`config.mk`:
```
export PLATFORM = sky130hd
export DESIGN_NAME = sigma_cpu_flat
export DESIGN_NICKNAME = d
export VERILOG_FILES = /design/src/rtl/sigma_pkg.sv /design/src/rtl/sigma_if.sv /design/src/rtl/sigma_alu.sv /design/src/rtl/sigma_cpu.sv /design/src/flat_wrapper.sv
export SDC_FILE = /design/constraint.sdc
export NUM_CORES = 1
export LEC_CHECK = 0
export BUFFER_PORTS_ARGS = -buffer_cell sky130_fd_sc_hd__buf_4
export CORE_ASPECT_RATIO = 1.5
export CORE_MARGIN = 5
export CORE_UTILIZATION = 55
export DETAILED_ROUTE_END_ITERATION = 8
export PLACE_DENSITY = 0.71
export SYNTH_ARGS = -nofsm -noshare
export SYNTH_HDL_FRONTEND = slang
export SYNTH_SLANG_ARGS = --single-unit
```
`constraint.sdc`:
```
create_clock -name clock -period 5.08 [get_ports clock]
set_input_delay 0.508 -clock clock [delete_from_list [all_inputs] [get_ports clock]]
set_output_delay 0.508 -clock clock [all_outputs]
set_load 0.01 [all_outputs]
```
`src/rtl/sigma_pkg.sv`:
```
// sigma_pkg: opcodes, FSM states, CC bit positions and IR field helpers for sigma_cpu
package sigma_pkg;
    localparam logic [6:0] OP_AI  = 7'h20;
    localparam logic [6:0] OP_LI  = 7'h22;
    localparam logic [6:0] OP_AW  = 7'h30;
    localparam logic [6:0] OP_LW  = 7'h32;
    localparam logic [6:0] OP_BCR = 7'h68;
    localparam logic [6:0] OP_BCS = 7'h69;
    localparam int CC1 = 3;
    localparam int CC2 = 2;
    localparam int CC3 = 1;
    localparam int CC4 = 0;
    typedef enum logic [1:0] {S_FETCH, S_INDIRECT, S_EXEC} state_e;
    // Sigma numbers bits big-endian: IR[0] is the MSB, so IR[n] maps to ir[31-n]
    function automatic logic ir_i(input logic [31:0] ir);
        return ir[31];
    endfunction
    function automatic logic [6:0] ir_op(input logic [31:0] ir);
        return ir[30:24];
    endfunction
    function automatic logic [3:0] ir_r(input logic [31:0] ir);
        return ir[23:20];
    endfunction
    function automatic logic [2:0] ir_x(input logic [31:0] ir);
        return ir[19:17];
    endfunction
    function automatic logic [16:0] ir_addr(input logic [31:0] ir);
        return ir[16:0];
    endfunction
    function automatic logic [31:0] ir_imm(input logic [31:0] ir);
        return {{12{ir[19]}}, ir[19:0]};
    endfunction
    function automatic logic is_memref(input logic [6:0] op);
        return op inside {OP_AW, OP_LW, OP_BCR, OP_BCS};
    endfunction
endpackage

```
`src/rtl/sigma_if.sv`:
```
// sigma_if: word-address / read-data bus between sigma_cpu and a combinational-read memory
interface sigma_if;
    logic [16:0] address;
    logic [31:0] data_in;
    modport master (output address, input data_in);
    modport slave (input address, output data_in);
endinterface

```
`src/rtl/sigma_alu.sv`:
```
// sigma_alu: 32-bit add-or-pass with carry, signed overflow and CC3/CC4 sign flags
module sigma_alu (
    input  logic [31:0] a,
    input  logic [31:0] b,
    input  logic        add,
    output logic [31:0] y,
    output logic        carry,
    output logic        ovf,
    output logic        gt,
    output logic        lt
);
    logic [32:0] sum;
    always_comb begin
        sum = {1'b0, a} + {1'b0, b};
        y = add ? sum[31:0] : b;
        carry = sum[32];
        ovf = (a[31] == b[31]) && (sum[31] != a[31]);
        gt = (y != 32'd0) && !y[31];
        lt = y[31];
    end
endmodule

```
`src/rtl/sigma_cpu.sv`:
```
// sigma_cpu: read-only Sigma subset core, FETCH/INDIRECT/EXEC with 16x32 register file
module sigma_cpu
    import sigma_pkg::*;
#(
    parameter logic [16:0] RESET_PC = 17'h00000
) (
    input  logic clock,
    input  logic reset,
    sigma_if.master bus
);
    state_e state_q, state_d;
    logic [16:0] q_q, q_d, ind_q, ind_d, ea;
    logic [31:0] ir_q, ir_d;
    logic [3:0] cc_q, cc_d;
    logic [31:0] r_q [16];
    logic [31:0] alu_b, alu_y;
    logic [6:0] op;
    logic [3:0] rf;
    logic [2:0] xf;
    logic alu_add, alu_c, alu_v, alu_gt, alu_lt, wr_en, taken;
    assign op = ir_op(ir_q);
    assign rf = ir_r(ir_q);
    assign xf = ir_x(ir_q);
    // Indexing is applied after indirection; ind_q only matters when I was set on a memory-ref op
    assign ea = (ir_i(ir_q) ? ind_q : ir_addr(ir_q)) + (xf != 3'd0 ? r_q[{1'b0, xf}][16:0] : 17'd0);
    assign bus.address = state_q == S_FETCH ? q_q : state_q == S_INDIRECT ? ir_addr(ir_q) : ea;
    assign alu_add = op == OP_AI || op == OP_AW;
    assign alu_b = (op == OP_LI || op == OP_AI) ? ir_imm(ir_q) : bus.data_in;
    assign taken = op == OP_BCR ? (cc_q & rf) == 4'd0 : op == OP_BCS ? (cc_q & rf) != 4'd0 : 1'b0;
    sigma_alu u_alu (
        .a(r_q[rf]),
        .b(alu_b),
        .add(alu_add),
        .y(alu_y),
        .carry(alu_c),
        .ovf(alu_v),
        .gt(alu_gt),
        .lt(alu_lt)
    );
    always_comb begin
        state_d = state_q;
        q_d = q_q;
        ir_d = ir_q;
        ind_d = ind_q;
        cc_d = cc_q;
        wr_en = 1'b0;
        if (state_q == S_FETCH) begin
            ir_d = bus.data_in;
            q_d = q_q + 17'd1;
            state_d = (ir_i(bus.data_in) && is_memref(ir_op(bus.data_in))) ? S_INDIRECT : S_EXEC;
        end else if (state_q == S_INDIRECT) begin
            ind_d = bus.data_in[16:0];
            state_d = S_EXEC;
        end else begin
            state_d = S_FETCH;
            wr_en = op inside {OP_LI, OP_AI, OP_LW, OP_AW};
            q_d = taken ? ea : q_q;
            if (wr_en) begin
                cc_d[CC3] = alu_gt;
                cc_d[CC4] = alu_lt;
                cc_d[CC1] = alu_add ? alu_c : cc_q[CC1];
                cc_d[CC2] = alu_add ? alu_v : cc_q[CC2];
            end
        end
    end
    always_ff @(posedge clock or negedge reset) begin
        if (!reset) begin
            state_q <= S_FETCH;
            q_q <= RESET_PC;
            ir_q <= '0;
            ind_q <= '0;
            cc_q <= '0;
            for (int i = 0; i < 16; i++) r_q[i] <= '0;
        end else begin
            state_q <= state_d;
            q_q <= q_d;
            ir_q <= ir_d;
            ind_q <= ind_d;
            cc_q <= cc_d;
            if (wr_en) r_q[rf] <= alu_y;
        end
    end
endmodule

```
`src/flat_wrapper.sv`:
```
// flat-port wrapper written by rule: the top's interface ports become plain ports
module sigma_cpu_flat import sigma_pkg::*;
#(
    parameter logic [16:0] RESET_PC = 17'h00000
)
  (clock, reset, bus_address, bus_data_in);
  sigma_if bus_i ();
  input  logic clock;
  input  logic reset;
  output wire logic [$bits(bus_i.address)-1:0] bus_address;
  input wire logic [$bits(bus_i.data_in)-1:0] bus_data_in;
  assign bus_address = bus_i.address;
  assign bus_i.data_in = bus_data_in;
  sigma_cpu #(.RESET_PC(RESET_PC)) u_core (.clock(clock), .reset(reset), .bus(bus_i));
endmodule
```
Word level (Yosys, flattened, before mapping)
Cells that the tools add are included.

$add $sub $neg: 3. Multiply operators: 0. Divide/modulo/power cells: 0. Order comparisons: 3. Equal/unequal tests: 14. Shift operators: 0. Muxes and demuxes: 25. Bitwise logic cells: 5. Reductions and logical operators: 19.

Operator list (count): $bwmux W512 (1); $bmux W32 S4 (2); $mux W32 (5); $mux W17 (9); $demux W32 S4 (1); $eq A7 B6 Y1 const B (6); $add A32 B32 Y33 (1); $reduce_bool A32 Y1 (1); $eq A7 B7 Y1 const B (4); $add A17 B1 Y17 const B (1); $add A17 B17 Y17 (1); $reduce_bool A4 Y1 (3); $ge A5 B5 Y1 const B (2); $mux W2 (3); $lt A5 B1 Y1 const B (1); $not A3 Y5 (1); $not A4 Y5 (1); $and A4 B4 Y4 (1); $logic_and A1 B1 Y1 (4); $logic_not A4 Y1 (1); $mux W1 (4); $reduce_and A2 Y1 (2); $reduce_and A4 Y1 (1); $reduce_and A3 Y1 (1); 10 further kinds (12).

Register bits: 584. Latch bits: 0. Bits in writable memories: 0. Bits in read-only memories: 0. Input bits: 34. Logic and storage cells: 91. Memories: 0.

Longest topological paths before layout
Depth in word-level cells: 9. Mapped depth: 20. Gate-level depth less buffers: 17.

By module
From an unflattened synthesis, not the netlist that was laid out.

Cells, all modules: 2321. Area, all modules: 31323.8 µm².

Modules (own cells, without submodules): sigma_cpu (instances 1, cells each 1968, area each 28851.4 µm², seq. area each 14614.0 µm²); sigma_alu (instances 1, cells each 353, area each 2472.4 µm², seq. area each 0.0 µm²).

Worst setup path after synthesis
No wires, ideal clock.

Path kind: register to register. Start: register u_core.ir_q[20]. End: register u_core.cc_q[1]. Library setup time: 149 ps. Data arrival time: 5477 ps. Setup slack: -546 ps. Stages on the path, launching flop included: 20. Buffers on the path: 4. Cells stage by stage: dfrtp_1 clkbuf_1 clkbuf_1 buf_1 mux4_2 mux4_2 ha_1 fa_1 a211oi_2 o21ai_1 a2111oi_1 o21ai_1 a211oi_2 o21ai_1 a21oi_1 xnor2_1 nand2_1 o21ai_1 clkbuf_1 a41oi_1.

Word-level cells in the longest chain between the ends: 8. Elaborated cells between the ends (all ways): 9. Those cells by class: add/sub: 1; mux: 4; bitwise: 1; reduce/logical: 3.

RTL lines: from (decl) (line sigma_cpu.sv:13) `logic [31:0] ir_q, ir_d;`; from (signal assigned) (line sigma_cpu.sv:77) `ir_q <= ir_d;`; $not A4 Y5 (implied by the code) * (line sigma_cpu.sv:31) `.a(r_q[rf]),`; $bmux W32 S4 * (line sigma_cpu.sv:31); $mux W32 (implied by the code) * (2 in series) (line sigma_cpu.sv:31); $add A32 B32 Y33 * (line sigma_alu.sv:14) `sum = {1'b0, a} + {1'b0, b};`; $mux W32 * (line sigma_alu.sv:15) `y = add ? sum[31:0] : b;`; $reduce_bool A32 Y1 or $logic_not A1 Y1 (tied branches) (line sigma_alu.sv:18) `gt = (y != 32'd0) && !y[31];`; $logic_and A1 B1 Y1 * (line sigma_alu.sv:18); to (signal assigned) (line sigma_cpu.sv:72) `cc_q <= '0;`; to (signal assigned) (line sigma_cpu.sv:79) `cc_q <= cc_d;`; to (decl) (line sigma_cpu.sv:14) `logic [3:0] cc_q, cc_d;`.

Mark *: on every way between the ends. The rest lies on a longest branch, timed or not. The select of a mux whose other input is x is not followed. A chain may end at the register's enable or synchronous reset.

Worst setup path after layout
Same ends and word-level chain as after synthesis.

==> impl_metrics.csv <==
group,metric,value,unit
run_status,status,"complete, but fails checks",
run_status,violations,"hold timing",
yosys,syn_area,29700,um^2
yosys,synth-seq-area-share,49.3,%
final_layout,drive_gt1_share,20.3,%
yosys,ys_warn_count,0,
drt,via_per_inst,6.35,
global_routing,gr-total-overflow,0,
drt,drc,0,
die,die_h,294,um
drt,drt-total-wl,87400,um
cts,htree_levels,2,
global_routing,grt_max_degree,126,
yosys,ys_ff_latch,584,
setup_path,cp-start-kind,"register",
die,start_util,55.3,%
yosys,yosys.area.top_type,"dfrtp_1",
cts,cts_sinks,584,
final_layout,layout.nets,2982,
die,rows,104,
job,cap_violations,0,
die,fp.coreArea,53600,um^2
sta,rsz0062_at_grt,"yes",
sta,max_freq,203,MHz
cts,clk_pin_slew,60,ps
yosys,ys_async_sr_fraction,100,%
sta,hold_slack,-31.5,ps
setup_path,cp_data_arrival_time,5380,ps
sta,finalCritPeriodShare,96.9,%
yosys,yosys-top-cells-area,"dfrtp_1, mux4_2, nand2_1",
yosys,synthCells,2876,
sta,hold_viol,14,
drt,dr.pass1.iters,5,
yosys,synth_cell_types,75,
drt,route.vias.total,23000,
sta,worst_slew_margin_rel,20.7,%
cts,numCtsBuffers,54,
sta,worst_slew_pin_slew,1180,ps
global_routing,grt_pass1_vias,23900,
setup_path,crit_fanout,12,
cts,cts.path.max_buffers,3,
cts,tritoncts,"built",
cts,ctsHoldBuffers,0,
pwr,power_leakage,14.7,nW
die,ios,51,
yosys,synthFlopType,"dfrtp_1",
global_routing,antenna_found_initial,0,
pwr,p_int,11.4,mW
die,die_area,58800,um^2
final_layout,final_common_cell,"nand2_1",
global_routing,grt_pass1_wl,137000,um
sta,skew,25.5,ps
yosys,synth_edf_count,0,
setup_path,critPathRequiredTime,5530,ps
final_layout,antenna_cells,0,
sta,finalSetupViolCount,0,
pwr,powerDensity,541,nW/um^2
cts,clock-root-buffer,"clkbuf_16",
final_layout,area_growth,12.7,%
drt,drtAntennaViolNets,0,
place,io_buffers,50,
final_layout,layout_common_cells,"nand2_1, dfrtp_1, o21ai_0",
sta,period_needed,4920,ps
pwr,power.switching,6.69,mW
setup_path,worstPathCellList,"buf_16 > buf_12 > mux4_2 > mux4_2 > ha_1 > nand2_1 > o22ai_1 > buf_4 > o31ai_1 > o21ai_2 > xor2_1 > o21ai_2 > nand4_1 > and4b_1 > nand4_1 > nor3_2 > a41oi_1",
cts,clk_latency,600,ps
worst_hold_path,hold_class,"in -> async",
place,gp_congestion,0.981,
place,dp_hpwl,58000,um
pwr,p_comb_share,40.8,%
yosys,synth_top_cell_area_share,49.3,%
global_routing,track_usage,30.1,%
drt,drt-initial-drc-count,1978,
pwr,seqPwrFrac,35.6,%
sta,fin_setup_tns,0,ps
final_layout,n_fill_cell,4199,
die,dieWidth,200,um
yosys,syn_avg_cell_area,10.3,um^2
pwr,ir_worst_vdd,447,uV
sta,slew_violations,0,
setup_path,cp-end-kind,"register",
yosys,synth_nets,2961,
drt,routedWlPerCell,24.1,um
pwr,pwr-share-clk,23.6,%
pwr,p_sw_share,37.0,%
setup_path,critical_path_class,"reg -> reg",
setup_path,cp_slowest_stage_delay,540,ps
setup_path,critPathSlowestCell,"mux4_2",
[synth_stat cells (5+ instances only)]
master    number
nand2_1      739
dfrtp_1      584
o21ai_0      502
clkbuf_1     184
mux4_2       177
nor2_1        74
mux2_2        67
a21oi_1       60
ha_1          49
o21ai_1       42
mux2i_1       31
a21o_1        30
buf_1         28
inv_1         26
nand3_1       26
xnor2_1       21
xor2_1        18
a221oi_1      17
nor3_1        16
a31oi_1       11
nand4_1       10
and3_1         9
nor4_1         9
o21bai_1       9
a211oi_1       8
o21a_1         8
or3_1          8
buf_2          7
nand2b_1       7
nor2b_1        7
o211ai_1       7
o31ai_1        6
a221o_1        5
[cells by family after synthesis]
group | count (synthesis) | synth area share [%]
adders and majority gates | 51 | 2.20
and+or+nand+nor | 932 | 12.9
xor gates and xnor gates | 39 | 1.15
DFF | 584 | 49.3
buffers and inverters | 249 | 3.22
muxes | 277 | 17.1
AOI/OAI and AO/OA | 744 | 14.1
[registers in the layout, indices dropped and copies added (netlist names)]
name            cells
u_core.ind_q       17
u_core.ir_q        32
u_core.state_q      2
u_core.q_q         17
u_core.cc_q         4
u_core.r_q        512
[layout make-up]
cell class                 count  area (um^2)  share of cell area (%)
multi-input combinational   2043        14300                    42.9
sequential                   584        14600                    43.8
tap                          689          862                    2.58
timing repair buffer         186         1640                    4.91
clock buffer                  79         1560                    4.66
inverter                      28          105                   0.315
clock inverter                20          288                   0.861
[repair_timing]
action                     4_1_cts  5_1_grt
setup endpoints to repair        5       90
gates cloned                     0        1
setup buffers                    4        9
resized for setup               12       39
pin swaps                        4       17
[critical path: cells and delay by family (launching register included)]
kind,cells,cell delay [ps]
xor gates and xnor gates,1,130
muxes,2,1050
adders and majority gates,1,430
buffers and inverters,3,530
and+or+nand+nor,5,990
DFF,1,520
AOI/OAI and AO/OA,5,1100
[final timing paths]
path	startpoint	endpoint	slack, ps	cells past startpoint
worst max-delay path	u_core.ir_q[20]	u_core.cc_q[1]	160	17
worst min-delay path	reset	u_core.r_q[373]	-30	1
worst max register to register	u_core.ir_q[20]	u_core.cc_q[1]	160	17
worst min register to register	u_core.r_q[149]	u_core.r_q[149]	470	2
max in group asynchronous	reset	u_core.r_q[470]	3760	2
min in group clock	bus_data_in[2]	u_core.ir_q[2]	120	3
[power groups by stage]
stage	Clock [mW]	Combinational [mW]	Sequential, mW
floorplan	0	4.82	6.16
global placement	0	6.69	6.39
detailed placement	0	6.90	6.48
CTS	4.32	7.04	6.40
global route	4.51	8.02	6.53
finish	4.27	7.39	6.43
[routing by layer]
metal | vias to the layer above | part of all wire (%) | track usage [%]
met5 | - | 0 | 0
met4 | 0 | 8.1 | 19.8
met3 | 331 | 6.5 | 4.51
met2 | 980 | 49 | 49.8
met1 | 11500 | 36 | 36.6
li1 | 10200 | - | -
[stage by stage]
| stage | power (mW) | cells | area (um^2) | utilization (%) | worst slack [ps] |
|---|---|---|---|---|---|
| after CTS | 17.8 | 3619 | 33100 | 61.8 | 11.1 |
| after detailed placement | 13.4 | 3516 | 31200 | 58.2 | 23.9 |
| final | 18.1 | 3629 | 33400 | 62.3 | 156 |
| after global routing | 19.1 | 3629 | 33400 | 62.3 | -19.9 |
| after global placement | 13.1 | 3516 | 31200 | 58.2 | 39.2 |
| after floorplan | 11.0 | 2876 | 29700 | - | 41.7 |
(Power assumes the default switching activity.)
